--- config.mk ---
export PLATFORM = sky130hd
export DESIGN_NAME = varredura_matriz_leds_flat
export DESIGN_NICKNAME = d
export VERILOG_FILES = /design/src/rtl/jogo_pkg.sv /design/src/rtl/varredura_matriz_leds_if.sv /design/src/rtl/contador_modulo.sv /design/src/rtl/varredura_matriz_leds.sv /design/src/flat_wrapper.sv
export SDC_FILE = /design/constraint.sdc
export NUM_CORES = 1
export LEC_CHECK = 0
export ABC_CLOCK_PERIOD_IN_PS = 5000
export CAP_MARGIN = 20
export CORE_AREA = 2 2 69 58
export CTS_CLUSTER_SIZE = 16
export DETAILED_ROUTE_END_ITERATION = 6
export DIE_AREA = 0 0 71 60
export MAX_ROUTING_LAYER = met4
export PLACE_DENSITY = 0.78
export SLEW_MARGIN = 20
export SYNTH_ARGS = -nofsm -noshare
export SYNTH_HDL_FRONTEND = slang
export SYNTH_SLANG_ARGS = --single-unit
--- constraint.sdc ---
create_clock -name clock -period 5 [get_ports clock]
set_clock_uncertainty 0.1 [all_clocks]
set_input_delay 1.25 -clock clock [delete_from_list [all_inputs] [get_ports clock]]
set_output_delay 1.25 -clock clock [all_outputs]
set_load 0.005 [all_outputs]
--- src/rtl/jogo_pkg.sv ---
// Shared constants for the LED-matrix game blocks: matrix geometry, blank column pattern
// and the counter-width helper.
package jogo_pkg;

  localparam int unsigned NUM_COLS  = 5;
  localparam int unsigned NUM_ROWS  = 7;
  localparam int unsigned COL_W     = 3;
  localparam int unsigned ROW_IDX_W = 3;

  localparam logic [NUM_COLS-1:0] COLS_OFF = 5'b11111;

  // Counter width for a mod-n counter; never zero so n = 1 still yields a legal vector.
  function automatic int unsigned cnt_width(input int unsigned n);
    return (n > 1) ? $clog2(n) : 1;
  endfunction

endpackage

--- src/rtl/varredura_matriz_leds_if.sv ---
// Bundle between the attack manager / cursor logic and the LED matrix scanner.
// master drives bitmap, cursor and enable; slave (the scanner) drives the matrix lines.
interface varredura_matriz_leds_if;
  import jogo_pkg::*;

  logic                  enable;
  logic [NUM_ROWS-1:0]   matriz0;
  logic [NUM_ROWS-1:0]   matriz1;
  logic [NUM_ROWS-1:0]   matriz2;
  logic [NUM_ROWS-1:0]   matriz3;
  logic [NUM_ROWS-1:0]   matriz4;
  logic [COL_W-1:0]      coordColuna;
  logic [ROW_IDX_W-1:0]  coordLinha;
  logic [NUM_COLS-1:0]   colunas;
  logic [NUM_ROWS-1:0]   linhas;
  logic                  frame_tick;

  modport master (
    output enable, matriz0, matriz1, matriz2, matriz3, matriz4, coordColuna, coordLinha,
    input  colunas, linhas, frame_tick
  );

  modport slave (
    input  enable, matriz0, matriz1, matriz2, matriz3, matriz4, coordColuna, coordLinha,
    output colunas, linhas, frame_tick
  );

endinterface

--- src/rtl/contador_modulo.sv ---
// Generic mod-N counter: synchronous clear has priority over increment; tc flags count == N-1.
module contador_modulo #(
  parameter int unsigned N     = 2,
  parameter int unsigned WIDTH = 1
) (
  input  logic             clock,
  input  logic             reset,
  input  logic             clr,
  input  logic             inc,
  output logic [WIDTH-1:0] count,
  output logic             tc
);

  localparam logic [WIDTH-1:0] LAST = WIDTH'(N - 1);

  logic [WIDTH-1:0] r_count;

  always_ff @(posedge clock or posedge reset) begin
    if (reset) begin
      r_count <= '0;
    end else if (clr) begin
      r_count <= '0;
    end else if (inc) begin
      r_count <= (r_count == LAST) ? '0 : r_count + 1'b1;
    end
  end

  assign count = r_count;
  assign tc    = (r_count == LAST);

endmodule

--- src/rtl/varredura_matriz_leds.sv ---
// Column-scanning driver for the 5x7 LED matrix with optional blinking cursor overlay.
// Define CURSOR_BLINK_EN to build the blink counter and XOR the cursor cell with blink phase.
module varredura_matriz_leds
  import jogo_pkg::*;
#(
  parameter int unsigned DIV_SCAN     = 5000,
  parameter int unsigned BLINK_FRAMES = 50
) (
  input  logic                   clock,
  input  logic                   reset,
  varredura_matriz_leds_if.slave bus
);

  localparam int unsigned PRE_W = cnt_width(DIV_SCAN);

  logic [PRE_W-1:0]    w_presc;
  logic                w_presc_tc;
  logic [COL_W-1:0]    w_col;
  logic                w_col_tc;
  logic                w_clr;
  logic                w_col_inc;
  logic                w_frame_wrap;
  logic                w_frame_tick_d;
  logic [NUM_ROWS-1:0] w_col_word;
  logic [NUM_ROWS-1:0] w_linhas_d;

  logic [NUM_COLS-1:0] r_colunas;
  logic [NUM_ROWS-1:0] r_linhas;
  logic                r_frame_tick;
  logic                r_frame_seen;

  assign w_clr        = ~bus.enable;
  assign w_col_inc    = bus.enable & w_presc_tc;
  assign w_frame_wrap = w_col_inc & w_col_tc;

  contador_modulo #(.N(DIV_SCAN), .WIDTH(PRE_W)) u_presc (
    .clock (clock),
    .reset (reset),
    .clr   (w_clr),
    .inc   (bus.enable),
    .count (w_presc),
    .tc    (w_presc_tc)
  );

  contador_modulo #(.N(NUM_COLS), .WIDTH(COL_W)) u_col (
    .clock (clock),
    .reset (reset),
    .clr   (w_clr),
    .inc   (w_col_inc),
    .count (w_col),
    .tc    (w_col_tc)
  );

  always_comb begin
    w_col_word = '0;
    case (w_col)
      3'd0:    w_col_word = bus.matriz0;
      3'd1:    w_col_word = bus.matriz1;
      3'd2:    w_col_word = bus.matriz2;
      3'd3:    w_col_word = bus.matriz3;
      3'd4:    w_col_word = bus.matriz4;
      default: w_col_word = '0;
    endcase
  end

`ifdef CURSOR_BLINK_EN
  localparam int unsigned BLK_W = cnt_width(BLINK_FRAMES);

  logic [BLK_W-1:0] w_unused_blink_cnt;
  logic             w_blink_tc;
  logic             w_in_range;
  logic             r_blink_phase;

  contador_modulo #(.N(BLINK_FRAMES), .WIDTH(BLK_W)) u_blink (
    .clock (clock),
    .reset (reset),
    .clr   (w_clr),
    .inc   (w_frame_wrap),
    .count (w_unused_blink_cnt),
    .tc    (w_blink_tc)
  );

  always_ff @(posedge clock or posedge reset) begin
    if (reset) begin
      r_blink_phase <= 1'b0;
    end else if (!bus.enable) begin
      r_blink_phase <= 1'b0;
    end else if (w_frame_wrap && w_blink_tc) begin
      r_blink_phase <= ~r_blink_phase;
    end
  end

  assign w_in_range = (bus.coordColuna < COL_W'(NUM_COLS)) &&
                      (bus.coordLinha < ROW_IDX_W'(NUM_ROWS));

  always_comb begin
    w_linhas_d = w_col_word;
    if (w_in_range && (bus.coordColuna == w_col)) begin
      w_linhas_d[bus.coordLinha] = w_col_word[bus.coordLinha] ^ r_blink_phase;
    end
  end
`else
  logic w_unused_coord;

  assign w_unused_coord = ^{bus.coordColuna, bus.coordLinha};
  assign w_linhas_d     = w_col_word;
`endif

  // col 0 with a cleared prescaler recurs only at frame starts; r_frame_seen masks the first one.
  assign w_frame_tick_d = r_frame_seen && (w_col == '0) && (w_presc == '0);

  always_ff @(posedge clock or posedge reset) begin
    if (reset) begin
      r_colunas    <= COLS_OFF;
      r_linhas     <= '0;
      r_frame_tick <= 1'b0;
      r_frame_seen <= 1'b0;
    end else if (!bus.enable) begin
      r_colunas    <= COLS_OFF;
      r_linhas     <= '0;
      r_frame_tick <= 1'b0;
      r_frame_seen <= 1'b0;
    end else begin
      r_colunas    <= ~(NUM_COLS'(1) << w_col);
      r_linhas     <= w_linhas_d;
      r_frame_tick <= w_frame_tick_d;
      if (w_frame_wrap) begin
        r_frame_seen <= 1'b1;
      end
    end
  end

  assign bus.colunas    = r_colunas;
  assign bus.linhas     = r_linhas;
  assign bus.frame_tick = r_frame_tick;

endmodule

--- src/flat_wrapper.sv ---
// flat-port wrapper written by rule: the top's interface ports become plain ports
module varredura_matriz_leds_flat import jogo_pkg::*;
#(
  parameter int unsigned DIV_SCAN     = 5000,
  parameter int unsigned BLINK_FRAMES = 50
)
  (clock, reset, bus_enable, bus_matriz0, bus_matriz1, bus_matriz2, bus_matriz3, bus_matriz4, bus_coordColuna, bus_coordLinha, bus_colunas, bus_linhas, bus_frame_tick);
  varredura_matriz_leds_if bus_i ();
  input  logic clock;
  input  logic reset;
  input wire logic [$bits(bus_i.enable)-1:0] bus_enable;
  input wire logic [$bits(bus_i.matriz0)-1:0] bus_matriz0;
  input wire logic [$bits(bus_i.matriz1)-1:0] bus_matriz1;
  input wire logic [$bits(bus_i.matriz2)-1:0] bus_matriz2;
  input wire logic [$bits(bus_i.matriz3)-1:0] bus_matriz3;
  input wire logic [$bits(bus_i.matriz4)-1:0] bus_matriz4;
  input wire logic [$bits(bus_i.coordColuna)-1:0] bus_coordColuna;
  input wire logic [$bits(bus_i.coordLinha)-1:0] bus_coordLinha;
  output wire logic [$bits(bus_i.colunas)-1:0] bus_colunas;
  output wire logic [$bits(bus_i.linhas)-1:0] bus_linhas;
  output wire logic [$bits(bus_i.frame_tick)-1:0] bus_frame_tick;
  assign bus_i.enable = bus_enable;
  assign bus_i.matriz0 = bus_matriz0;
  assign bus_i.matriz1 = bus_matriz1;
  assign bus_i.matriz2 = bus_matriz2;
  assign bus_i.matriz3 = bus_matriz3;
  assign bus_i.matriz4 = bus_matriz4;
  assign bus_i.coordColuna = bus_coordColuna;
  assign bus_i.coordLinha = bus_coordLinha;
  assign bus_colunas = bus_i.colunas;
  assign bus_linhas = bus_i.linhas;
  assign bus_frame_tick = bus_i.frame_tick;
  varredura_matriz_leds #(.DIV_SCAN(DIV_SCAN), .BLINK_FRAMES(BLINK_FRAMES)) u_core (.clock(clock), .reset(reset), .bus(bus_i));
endmodule
After elaboration in Yosys (flattened, before gate mapping)
Cells that the tools add are included.
{"block": "totals", "reg_bits": 30, "wordCells": 34}
{"block": "classes", "add_sub_neg": 2, "n_eq_ne": 7, "shifts": 1, "n_mux": 11, "bitwise": 3, "reduce_logical": 4}
{"cell": "$pmux W7 S5", "count": 1}
{"cell": "$mux W13", "count": 2}
{"cell": "$add A13 B1 Y13 const B", "count": 1}
{"cell": "$eq A13 B13 Y1 const B", "count": 1}
{"cell": "$logic_not A13 Y1", "count": 1}
{"cell": "$mux W3", "count": 3}
{"cell": "$mux W7", "count": 1}
{"cell": "$eq A3 B2 Y1 const B", "count": 2}
{"cell": "$mux W5", "count": 1}
{"cell": "$not A5 Y5", "count": 1}
{"cell": "$shl A1 B3 Y5 const A", "count": 1}
{"cell": "$ne A2 B1 Y1 const B", "count": 2}
{"cell": "$add A3 B1 Y3 const B", "count": 1}
{"cell": "$eq A3 B1 Y1 const B", "count": 1}
{"cell": "$eq A3 B3 Y1 const B", "count": 1}
{"cell": "$logic_not A3 Y1", "count": 1}
{"cell": "$mux W1", "count": 3}
{"cell": "$and A1 B1 Y1", "count": 2}
{"cell": "$logic_and A1 B1 Y1", "count": 2}

Logic depth before layout (Yosys ltp)
Gate-level depths: netlist of run 1.
{"block": "logic_depth", "depth_word": 5, "depth_mapped": 6, "depth_no_buf": 5}

Modules after synthesis
A second synthesis of run 1 with hierarchy kept.
{"block": "hier_totals", "hier_cells": 164, "area_unflattened_um2": 1609.0}
{"mod": "varredura_matriz_leds", "n_inst": 1, "cells_per_inst": 68, "area_each_um2": 724.4, "seq_area_each_um2": 356.6}
{"mod": "contador_modulo at u_core.u_presc", "n_inst": 1, "cells_per_inst": 78, "area_each_um2": 710.7, "seq_area_each_um2": 325.3}
{"mod": "contador_modulo at u_core.u_col", "n_inst": 1, "cells_per_inst": 18, "area_each_um2": 173.9, "seq_area_each_um2": 75.1}

Worst setup path after synthesis of run 1
Ideal clock, no wire load.
{"block": "synth_path", "path_type": "input -> register", "startpoint": "input bus_matriz3[2]", "endpoint": "register u_core.r_linhas[2], in the netlist u_core.bus.linhas[2]", "setup_time_ns": 0.150, "t_arrival_ns": 1.614, "required_ns": 4.750, "setup_slack_ns": 3.136, "cell_stages": 2, "path_buffers": 0, "path_cell_list": "a222oi_1 a21oi_1"}
{"block": "synth_via", "elab_chain_cells": 2}
{"item": "start, declared", "line_no": "flat_wrapper.sv:15", "rtl": "input wire logic [$bits(bus_i.matriz3)-1:0] bus_matriz3;"}
{"item": "$pmux W7 S5", "line_no": "varredura_matriz_leds.sv:56", "rtl": "case (w_col)"}
{"item": "$mux W7", "line_no": "varredura_matriz_leds.sv:118", "rtl": "end else if (!bus.enable) begin"}
{"item": "end signal, assigned", "line_no": "varredura_matriz_leds.sv:125", "rtl": "r_linhas <= w_linhas_d;"}
{"item": "end, declared", "line_no": "varredura_matriz_leds.sv:28", "rtl": "logic [NUM_ROWS-1:0] r_linhas;"}
Every way passes these cells.
A chain may end at the register's enable or synchronous reset.

Worst setup path in the final report of run 1
{"block": "layout_path", "startpoint": "register u_core.r_colunas[0], in the netlist u_core.bus.colunas[0]", "endpoint": "output bus_colunas[0]"}
{"item": "start, declared", "line_no": "varredura_matriz_leds.sv:27", "rtl": "logic [NUM_COLS-1:0] r_colunas;"}
{"item": "start signal, assigned", "line_no": "varredura_matriz_leds.sv:124", "rtl": "r_colunas <= ~(NUM_COLS'(1) << w_col);"}
{"item": "end, declared", "line_no": "flat_wrapper.sv:19", "rtl": "output wire logic [$bits(bus_i.colunas)-1:0] bus_colunas;"}
No word-level cell between the ends.

==> reports/qor.yml, run 1 <==
crit_start: "u_core.bus.colunas[0]$_DFF_PP1_"
power.density_mw_per_mm2: 238
drt-initial-drc-count: 94
status: "completed"
stdcell_area_mm2: 0.00217
whs_ns: 0.390
clk_path_buf_depth: 2
routed_via_density: 5.17
syn_area_per_cell_um2: 10.3
synth-seq-cells: 30
grtUsageTotal_pct: 18.9
reg2reg_slack_ns: 2.94
fin_util_pct: 59.7
pin_count: 57
clk_latency_ns: 0.29
cpPeakStageDelay_ns: 0.52
ys.flop_type: "dfrtp_1"
grt_pass1_vias: 1210
die-area_mm2: 0.00426
initial_core_util_pct: 42.1
drc_errors: 0
crit_end: "bus_colunas[0]"
fin_nets: 253
final_max_slew_viol_count: 0
cp_num_buf_inv: 1
cp.arrival_ns: 1.29
min_path_type: "reg -> reg"
synth_warnings: 0
crit_cells: 1
cts_made_buffers: 5
drv_cap: 0
firstDrtPassIters: 4
cts_resized: 0
h-tree-depth: 2
post-route-period-util_pct: 52.9
io_buffers: 50
maxSlewHeadroom_pct: 51.0
cts_tree: "done"
grt_max_degree: 18
synthCells: 149
root_buffer: "clkbuf_8"
period_minus_slack_ns: 2.64
grt_pass1_wl_mm: 5.82
rows: 20
r2r_start: "u_core.u_col.count[0]$_DFFE_PP0P_"
crit_path_end_kind: "output port"
max_freq_ghz: 0.378
rsz0062_at_grt: "no"
vias: 1277
path_max_fanout: 1
gp_congestion: 0.790
worstMarginPinSlew_ns: 0.727
finalSetupTns_ns: 0
p_leak_uw: 0.000914
cp.required_ns: 3.65
cp_slowest_cell: "dfstp_2"
ys_types: 32
ir_worst_vdd_mv: 0.0951
synth_seq_area_share_pct: 49.5
crit_family: "flip-flops"
crit_type: "reg -> out"
netlist_area_mm2: 0.00153
dpl_cell_area_mm2: 0.00207
antenna_left: 0
die_w_um: 71
antenna_cells: 0
wl_per_cell_um: 14.5
die_y_um: 60
finalHoldViolations: 0
path_cells: "clkdlybuf4s50_1"
drive_above_1_share_pct: 9.36
synth_nets: 200
fillers: 302
synth_edf_count: 0
hpwl_mm: 2.50
clk_pin_slew_ns: 0.07
antenna_found_initial: 0
setup_violations: 0
cts_hold_buf: 0
gr-total-overflow: 0
setup_ws_ns: 2.36
synth_async_sr_flop_share_pct: 100
totalWireLength_mm: 3.58
pre_cts_ws_ns: 2.25
postCtsSetupRepairBufs: 0
r2r-end: "u_core.bus.linhas[6]$_DFF_PP0_"
cp-start-kind: "flop"
area_growth_pct: 41.7
clock-sinks: 30
core_mm2: 0.00363
ff2ff_path_depth: 4
## kinds of logic after synthesis
kind of cell             synth area share (%)
AND/OR/NAND/NOR                          21.7
flip-flops                               49.5
AO/OA/AOI/OAI                            12.8
buffers and inverters                    3.36
XOR/XNOR                                 6.30
adder cells (fa/ha/maj)                  5.73
multiplexers                            0.655
## cell usage after synthesis (3+ instances only)
cell | count | area [um2]
a21oi_1 | 3 | 15.0
a222oi_1 | 3 | 30.0
a22o_1 | 3 | 26.3
a22oi_1 | 8 | 60.1
a31oi_1 | 4 | 25.0
clkbuf_1 | 3 | 11.3
dfrtp_1 | 25 | 626
dfstp_2 | 5 | 131
ha_1 | 7 | 87.6
inv_1 | 8 | 30.0
nand2_1 | 19 | 71.3
nand3_1 | 4 | 20.0
nor2_1 | 15 | 56.3
nor2b_1 | 4 | 25.0
nor3_1 | 4 | 20.0
or3_1 | 3 | 18.8
xnor2_1 | 8 | 70.1
xor2_1 | 3 | 26.3
## per-layer routing
layer | part of all wire, % | vias to the layer above | track usage [%] | wire (um)
met5 | 0 | - | - | 0
met4 | 1.5 | 0 | 7.28 | 53
met3 | 4.9 | 5 | 5.73 | 177
met2 | 46 | 30 | 28.0 | 1630
met1 | 48 | 616 | 24.4 | 1720
li1 | - | 626 | - | -
## cells in the final DEF (no fill, tap or decap), types with 5 or more instances in the layout
master,n
a22oi_1,8
clkdlybuf4s50_1,50
clkbuf_8,6
nand2_1,19
xnor2_1,8
inv_1,8
dfstp_2,5
ha_1,7
dfrtp_1,25
nor2_1,15
## area by class of cell
class                      instances  area (um2)  area share (%)
clock buffer                       6        82.6            3.81
sequential                        30         757            35.0
clock inverter                     2        12.5           0.578
timing repair buffer              51         508            23.5
inverter                           8        30.0            1.39
tap                               44        55.1            2.54
multi-input combinational        106         721            33.3
## worst min-delay path by stage
stage	startpoint	to	slack (ns)	depth (start not counted)
final	u_core.r_frame_seen$_DFFE_PP0P_	u_core.r_frame_seen$_DFFE_PP0P_	0.39	1
after CTS	u_core.r_frame_seen$_DFFE_PP0P_	u_core.r_frame_seen$_DFFE_PP0P_	0.39	1
after detailed placement	u_core.r_frame_seen$_DFFE_PP0P_	u_core.r_frame_seen$_DFFE_PP0P_	0.38	1
after global placement	u_core.r_frame_seen$_DFFE_PP0P_	u_core.r_frame_seen$_DFFE_PP0P_	0.37	1
after floorplan	u_core.u_presc.count[0]$_DFF_PP0_	u_core.u_presc.count[0]$_DFF_PP0_	0.35	1
after global routing	u_core.r_frame_seen$_DFFE_PP0P_	u_core.r_frame_seen$_DFFE_PP0P_	0.42	1
## power by group
part	switching, uW	total (uW)	internal (uW)	leakage [uW]
clock	96.0	206	110	0.0000472
sequential	3.07	252	248	0.000392
combinational	19.0	56.6	37.6	0.000475
total	118	515	397	0.000914
## worst register-to-register path, stage by stage (launching register included)
cell and delay, ns:
dfrtp_1 0.42, ha_1 0.21, ha_1 0.31, o41ai_2 0.74, a31oi_1 0.11
## registers in the layout, summed over array words and instances, names as in the netlist
register,count
u_core.bus.colunas,5
u_core.bus.frame_tick,1
u_core.bus.linhas,7
u_core.r_frame_seen,1
u_core.u_col.count,3
u_core.u_presc.count,13
## metrics by stage
| stage | power, uW | cells |
|---|---|---|
| floorplan | 271 | 149 |
| global placement | 311 | 239 |
| detailed placement | 313 | 239 |
| CTS | 519 | 247 |
| global route | 536 | 247 |
| finish | 515 | 247 |
No activity file was read; power rests on OpenSTA's default activity.
==> run 2, diff against run 1 <==
- ABC_CLOCK_PERIOD_IN_PS: 5000 -> 2600
- clock period: 5 -> 2.6 ns (I/O delays scaled with it)
==> run 2 against run 1 <==
  * Non-clock buffer count stayed put
  * Final area fell by 0.17%
  * Sequential share of layout area up 0.061 points
  * First-iteration DRC count fell by 11%
  * Register-to-register slack got worse by 2.5 ns
  * Critical endpoint is now u_core.bus.linhas[6]$_DFF_PP0_
  * Core utilization shrank 0.10 points
  * Largest cell class unchanged
  * Total power rose by 88%
==> reports/qor.yml, run 2 (synthesized netlist as in run 1, its figures left out) <==
grt_pass1_wl_mm: 5.76  # -0.95%
rsz0062_at_grt: "no"
finalHoldViolations: 0  # unchanged
crit_cells: 4  # +3
power.density_mw_per_mm2: 448  # +89%
vias: 1248  # -2.3%
firstDrtPassIters: 4  # unchanged
rows: 20  # unchanged
worstMarginPinSlew_ns: 0.791  # +0.0638 ns
clk_latency_ns: 0.27  # -0.02 ns
root_buffer: "clkbuf_8"
drive_above_1_share_pct: 8.87  # -0.49 points
core_mm2: 0.00363  # unchanged
p_leak_uw: 0.000915  # +0.11%
cts_tree: "done"
clock-sinks: 30  # unchanged
antenna_found_initial: 0  # unchanged
crit_path_end_kind: "flop"
period_minus_slack_ns: 2.12
gp_congestion: 0.807  # +2.2%
antenna_left: 0  # unchanged
crit_type: "reg -> reg"
finalSetupTns_ns: 0  # unchanged
grt_pass1_vias: 1219  # +0.74%
fin_nets: 253  # unchanged
whs_ns: 0.389  # -0.000854 ns
path_max_fanout: 9  # +8
hold_path_depth: 1  # unchanged
drv_cap: 0  # unchanged
path_cells: "ha_1 -> ha_1 -> o41ai_2 -> a31oi_1"
cp.arrival_ns: 2.14  # +0.85 ns
ff2ff_path_depth: 4  # unchanged
cts_hold_buf: 0  # unchanged
pin_count: 57  # unchanged
setup_violations: 0  # unchanged
clk_pin_slew_ns: 0.06  # about the same
cts_resized: 0  # unchanged
finalPower_uw: 969  # +88%
wl_per_cell_um: 14.4  # -0.42%
largest_reg_flops: 13  # unchanged
crit_top_cell: "ha_1"
post-route-period-util_pct: 81.6
die_y_um: 60  # unchanged
die-area_mm2: 0.00426  # unchanged
dp.cells: 239  # unchanged
cp_slowest_cell: "o41ai_2"
cp.required_ns: 2.62  # -1.03 ns
antenna_cells: 0  # unchanged
cts_made_buffers: 5  # unchanged
ir_worst_vdd_mv: 0.216  # +130%
h-tree-depth: 2  # unchanged
hpwl_mm: 2.69  # +7.5%
cp_num_buf_inv: 0  # -1
layout_common_cells: "clkdlybuf4s50_1 (50), dfrtp_1 (25), nand2_1 (19)"
max_freq_ghz: 0.471
pre_cts_ws_ns: 0.467  # -1.79 ns
cp-start-kind: "flop"
die_w_um: 71  # unchanged
io_buffers: 50  # unchanged
postCtsSetupRepairBufs: 0  # unchanged
totalWireLength_mm: 3.56  # -0.42%
final_max_slew_viol_count: 0  # unchanged
grtUsageTotal_pct: 18.0  # -0.87 points
area_growth_pct: 41.4
routed_via_density: 5.05  # -2.3%
final_common_cell: "clkdlybuf4s50_1"
clk_path_buf_depth: 2  # unchanged
min_path_type: "reg -> reg"
drt-initial-drc-count: 84  # -11%
drc_errors: 0  # unchanged
maxSlewHeadroom_pct: 46.7  # -4.3 points
crit_family: "compound AO/OA/AOI/OAI gates"
grt_max_degree: 31  # +13
gr-total-overflow: 0  # unchanged
final_cells: 247  # unchanged
initial_core_util_pct: 42.1  # unchanged
cpPeakStageDelay_ns: 0.79  # +0.27 ns
status: "completed"
setup_ws_ns: 0.478  # -1.88 ns
-- run 2: changes by cell type in the layout (fill, tap and decap cells not counted) --
cell / before / now
clkbuf_1: 0 / 1
clkinvlp_4: 1 / 0
-- run 2: layout make-up --
type	instances	area, um2
Fill cell	304	1470
Sequential cell	30	757
Multi-Input combinational cell	106	721
Timing Repair Buffer	51	508
Clock buffer	7	86.3
Tap cell	44	55.1
Inverter	8	30.0
Clock inverter	1	5.00
-- run 2: worst paths after layout --
| check | start | endpoint | slack, ns |
|---|---|---|---|
| worst max-delay path | u_core.u_col.count[0]$_DFFE_PP0P_ | u_core.bus.linhas[6]$_DFF_PP0_ | 0.48 |
| worst min-delay path | u_core.u_presc.count[0]$_DFF_PP0_ | u_core.u_presc.count[0]$_DFF_PP0_ | 0.39 |
| worst max register to register | u_core.u_col.count[0]$_DFFE_PP0P_ | u_core.bus.linhas[6]$_DFF_PP0_ | 0.48 |
| worst min register to register | u_core.u_presc.count[0]$_DFF_PP0_ | u_core.u_presc.count[0]$_DFF_PP0_ | 0.39 |
| max in group asynchronous | reset | u_core.bus.colunas[2]$_DFF_PP1_ | 1.44 |
| min in group asynchronous | reset | u_core.u_presc.count[10]$_DFF_PP0_ | 0.64 |
-- run 2: where the power goes --
part | total [uW] | switching [uW] | leakage [uW] | internal (uW)
Sequential | 484 | 5.82 | 0.000392 | 478
Combinational | 107 | 35.1 | 0.000475 | 72.2
Clock | 378 | 165 | 0.0000482 | 213
Total | 969 | 206 | 0.000915 | 763
-- run 2: per-stage QoR --
stage / util [%] / area (um2)
after detailed placement: 57.1 / 2070
after CTS: 59.6 / 2160
after floorplan: - / 1530
after global routing: 59.6 / 2160
final: 59.6 / 2160
after global placement: 57.1 / 2070
-- run 2: metal layers --
layer / track usage [%] / routed length (um) / vias to the layer above
li1: - / - / 626
met1: 23.8 / 1630 / 585
met2: 27.5 / 1700 / 33
met3: 5.06 / 197 / 4
met4: 4.85 / 31 / 0
met5: - / 0 / -
==> run 3, diff against run 2 <==
- ABC_CLOCK_PERIOD_IN_PS: 2600 -> 2150
- clock period: 2.6 -> 2.15 ns (I/O delays scaled with it)
==> run 3 against run 2 <==
  * Register-to-register slack got worse by 0.25 ns
  * Setup slack got worse by 0.27 ns
  * Via count increased by 5.8%
  * Critical endpoint is now bus_colunas[1]
  * Largest cell class unchanged
  * Cell count increased by 2.8%
  * First-iteration DRC count increased by 21%
  * Total power increased by 31%
  * Final area increased by 3.1%
  * Critical path depth decreased by 3
  * Global-route usage increased by 1.3 points
  * Non-clock buffer count increased by 7
  * Core utilization increased by 1.9 points
==> reports/qor.yml, run 3 (synthesized netlist as in run 1, its figures left out) <==
status: "completed"
cts_hold_buf: 0  # unchanged
grt_pass1_vias: 1274  # +4.5%
drv_cap: 0  # unchanged
regArea_um2: 757  # unchanged
gr-total-overflow: 0  # unchanged
post-route-period-util_pct: 90.1
routed_via_density: 5.20  # +2.9%
cp_slowest_cell: "dfstp_2"
crit_start: "u_core.bus.colunas[1]$_DFF_PP1_"
fillers: 303  # -0.33%
rsz0062_at_grt: "no"
power.density_mw_per_mm2: 571  # +27%
crit_path_end_kind: "output port"
area_growth_pct: 45.8
dpl_cell_area_mm2: 0.00212  # +2.5%
clk_latency_ns: 0.28  # about the same
antenna_cells: 0  # unchanged
finalHoldViolations: 0  # unchanged
crit_family: "flip-flops"
firstDrtPassIters: 4  # unchanged
root_buffer: "clkbuf_8"
rows: 20  # unchanged
die_y_um: 60  # unchanged
worstMarginPinSlew_ns: 0.734  # -0.0571 ns
gp_congestion: 0.823  # +2.0%
cts_resized: 0  # unchanged
final_common_cell: "clkdlybuf4s50_1"
vias: 1321  # +5.8%
finalPower_uw: 1270  # +31%
grt_pass1_wl_mm: 5.98  # +3.7%
cp.required_ns: 1.51  # -1.11 ns
stdcell_area_mm2: 0.00223  # +3.1%
min_path_type: "reg -> reg"
antenna_found_initial: 0  # unchanged
setup_violations: 0  # unchanged
cp-start-kind: "flop"
die_w_um: 71  # unchanged
clk_path_buf_depth: 2  # unchanged
cts_made_buffers: 5  # unchanged
drc_errors: 0  # unchanged
ir_worst_vdd_mv: 0.372  # +72%
totalWireLength_mm: 3.68  # +3.5%
crit_type: "reg -> out"
multi_input_area_um2: 721  # unchanged
die-area_mm2: 0.00426  # unchanged
p_leak_uw: 0.000954  # +4.3%
largest_reg_flops: 13  # unchanged
cp.arrival_ns: 1.30  # -0.84 ns
maxSlewHeadroom_pct: 50.6  # +3.8 points
wl_per_cell_um: 14.5  # +0.60%
r2r_start: "u_core.u_col.count[0]$_DFFE_PP0P_"
period_minus_slack_ns: 1.94
grt_max_degree: 31  # unchanged
grtUsageTotal_pct: 19.3  # +1.3 points
final_max_slew_viol_count: 0  # unchanged
antenna_left: 0  # unchanged
drt-initial-drc-count: 102  # +21%
h-tree-depth: 2  # unchanged
path_max_fanout: 1  # -8
finalSetupTns_ns: 0  # unchanged
reg2reg_slack_ns: 0.23  # -0.25 ns
ff2ff_path_depth: 4  # unchanged
crit_end: "bus_colunas[1]"
final_cells: 254  # +2.8%
cts_tree: "done"
path_cells: "clkdlybuf4s50_1"
hold_start: "u_core.r_frame_seen$_DFFE_PP0P_"
hpwl_mm: 2.70  # +0.21%
dp.cells: 246  # +2.9%
max_freq_ghz: 0.516
initial_core_util_pct: 42.1  # unchanged
io_buffers: 50  # unchanged
pin_count: 57  # unchanged
cpPeakStageDelay_ns: 0.53  # -0.26 ns
whs_ns: 0.391  # +0.00171 ns
fin_nets: 260  # +2.8%
r2r-end: "u_core.bus.linhas[5]$_DFF_PP0_"
core_mm2: 0.00363  # unchanged
clk_pin_slew_ns: 0.06  # about the same
layout_common_cells: "clkdlybuf4s50_1 (50), dfrtp_1 (25), nand2_1 (19)"
postCtsSetupRepairBufs: 0  # unchanged
clock-sinks: 30  # unchanged
cp_num_buf_inv: 1  # +1
crit_cells: 1  # -3
drive_above_1_share_pct: 11.4  # +2.6 points
## run 3: report_power, final
part / leakage [uW] / switching, uW / total, uW / internal, uW
Sequential: 0.000392 / 7.30 / 585 / 578
Combinational: 0.000510 / 44.0 / 135 / 91.1
Clock: 0.0000524 / 207 / 554 / 346
Total: 0.000954 / 259 / 1270 / 1020
## run 3: area by class of cell
class / count / area share, %
tap: 44 / 2.47
clock inverter: 1 / 1.35
sequential: 30 / 34.0
timing repair buffer: 58 / 25.1
inverter: 8 / 1.35
multi-input combinational: 106 / 32.3
clock buffer: 7 / 3.42
## run 3: stage by stage
| step | util (%) | setup WS (ns) |
|---|---|---|
| floorplan | - | 0.361 |
| global placement | 58.5 | 0.260 |
| detailed placement | 58.5 | 0.206 |
| CTS | 61.4 | 0.174 |
| global route | 61.4 | 0.0665 |
| finish | 61.4 | 0.212 |
## run 3: worst min path at each step
stage	slack, ns	cells past startpoint	end
2_1_floorplan	0.35	1	u_core.u_presc.count[0]$_DFF_PP0_
3_3_place_gp	0.37	1	u_core.r_frame_seen$_DFFE_PP0P_
3_5_place_dp	0.38	1	u_core.r_frame_seen$_DFFE_PP0P_
4_1_cts	0.39	1	u_core.r_frame_seen$_DFFE_PP0P_
5_1_grt	0.42	1	u_core.u_presc.count[0]$_DFF_PP0_
6_report	0.39	1	u_core.r_frame_seen$_DFFE_PP0P_
## run 3: routing by layer
| metal | up-vias | routed length (um) | track usage (%) | share of wire (%) |
|---|---|---|---|---|
| li1 | 641 | - | - | - |
| met1 | 635 | 1650 | 24.4 | 45 |
| met2 | 40 | 1750 | 29.8 | 47 |
| met3 | 5 | 235 | 5.73 | 6.4 |
| met4 | 0 | 47 | 6.74 | 1.3 |
| met5 | - | 0 | - | 0 |
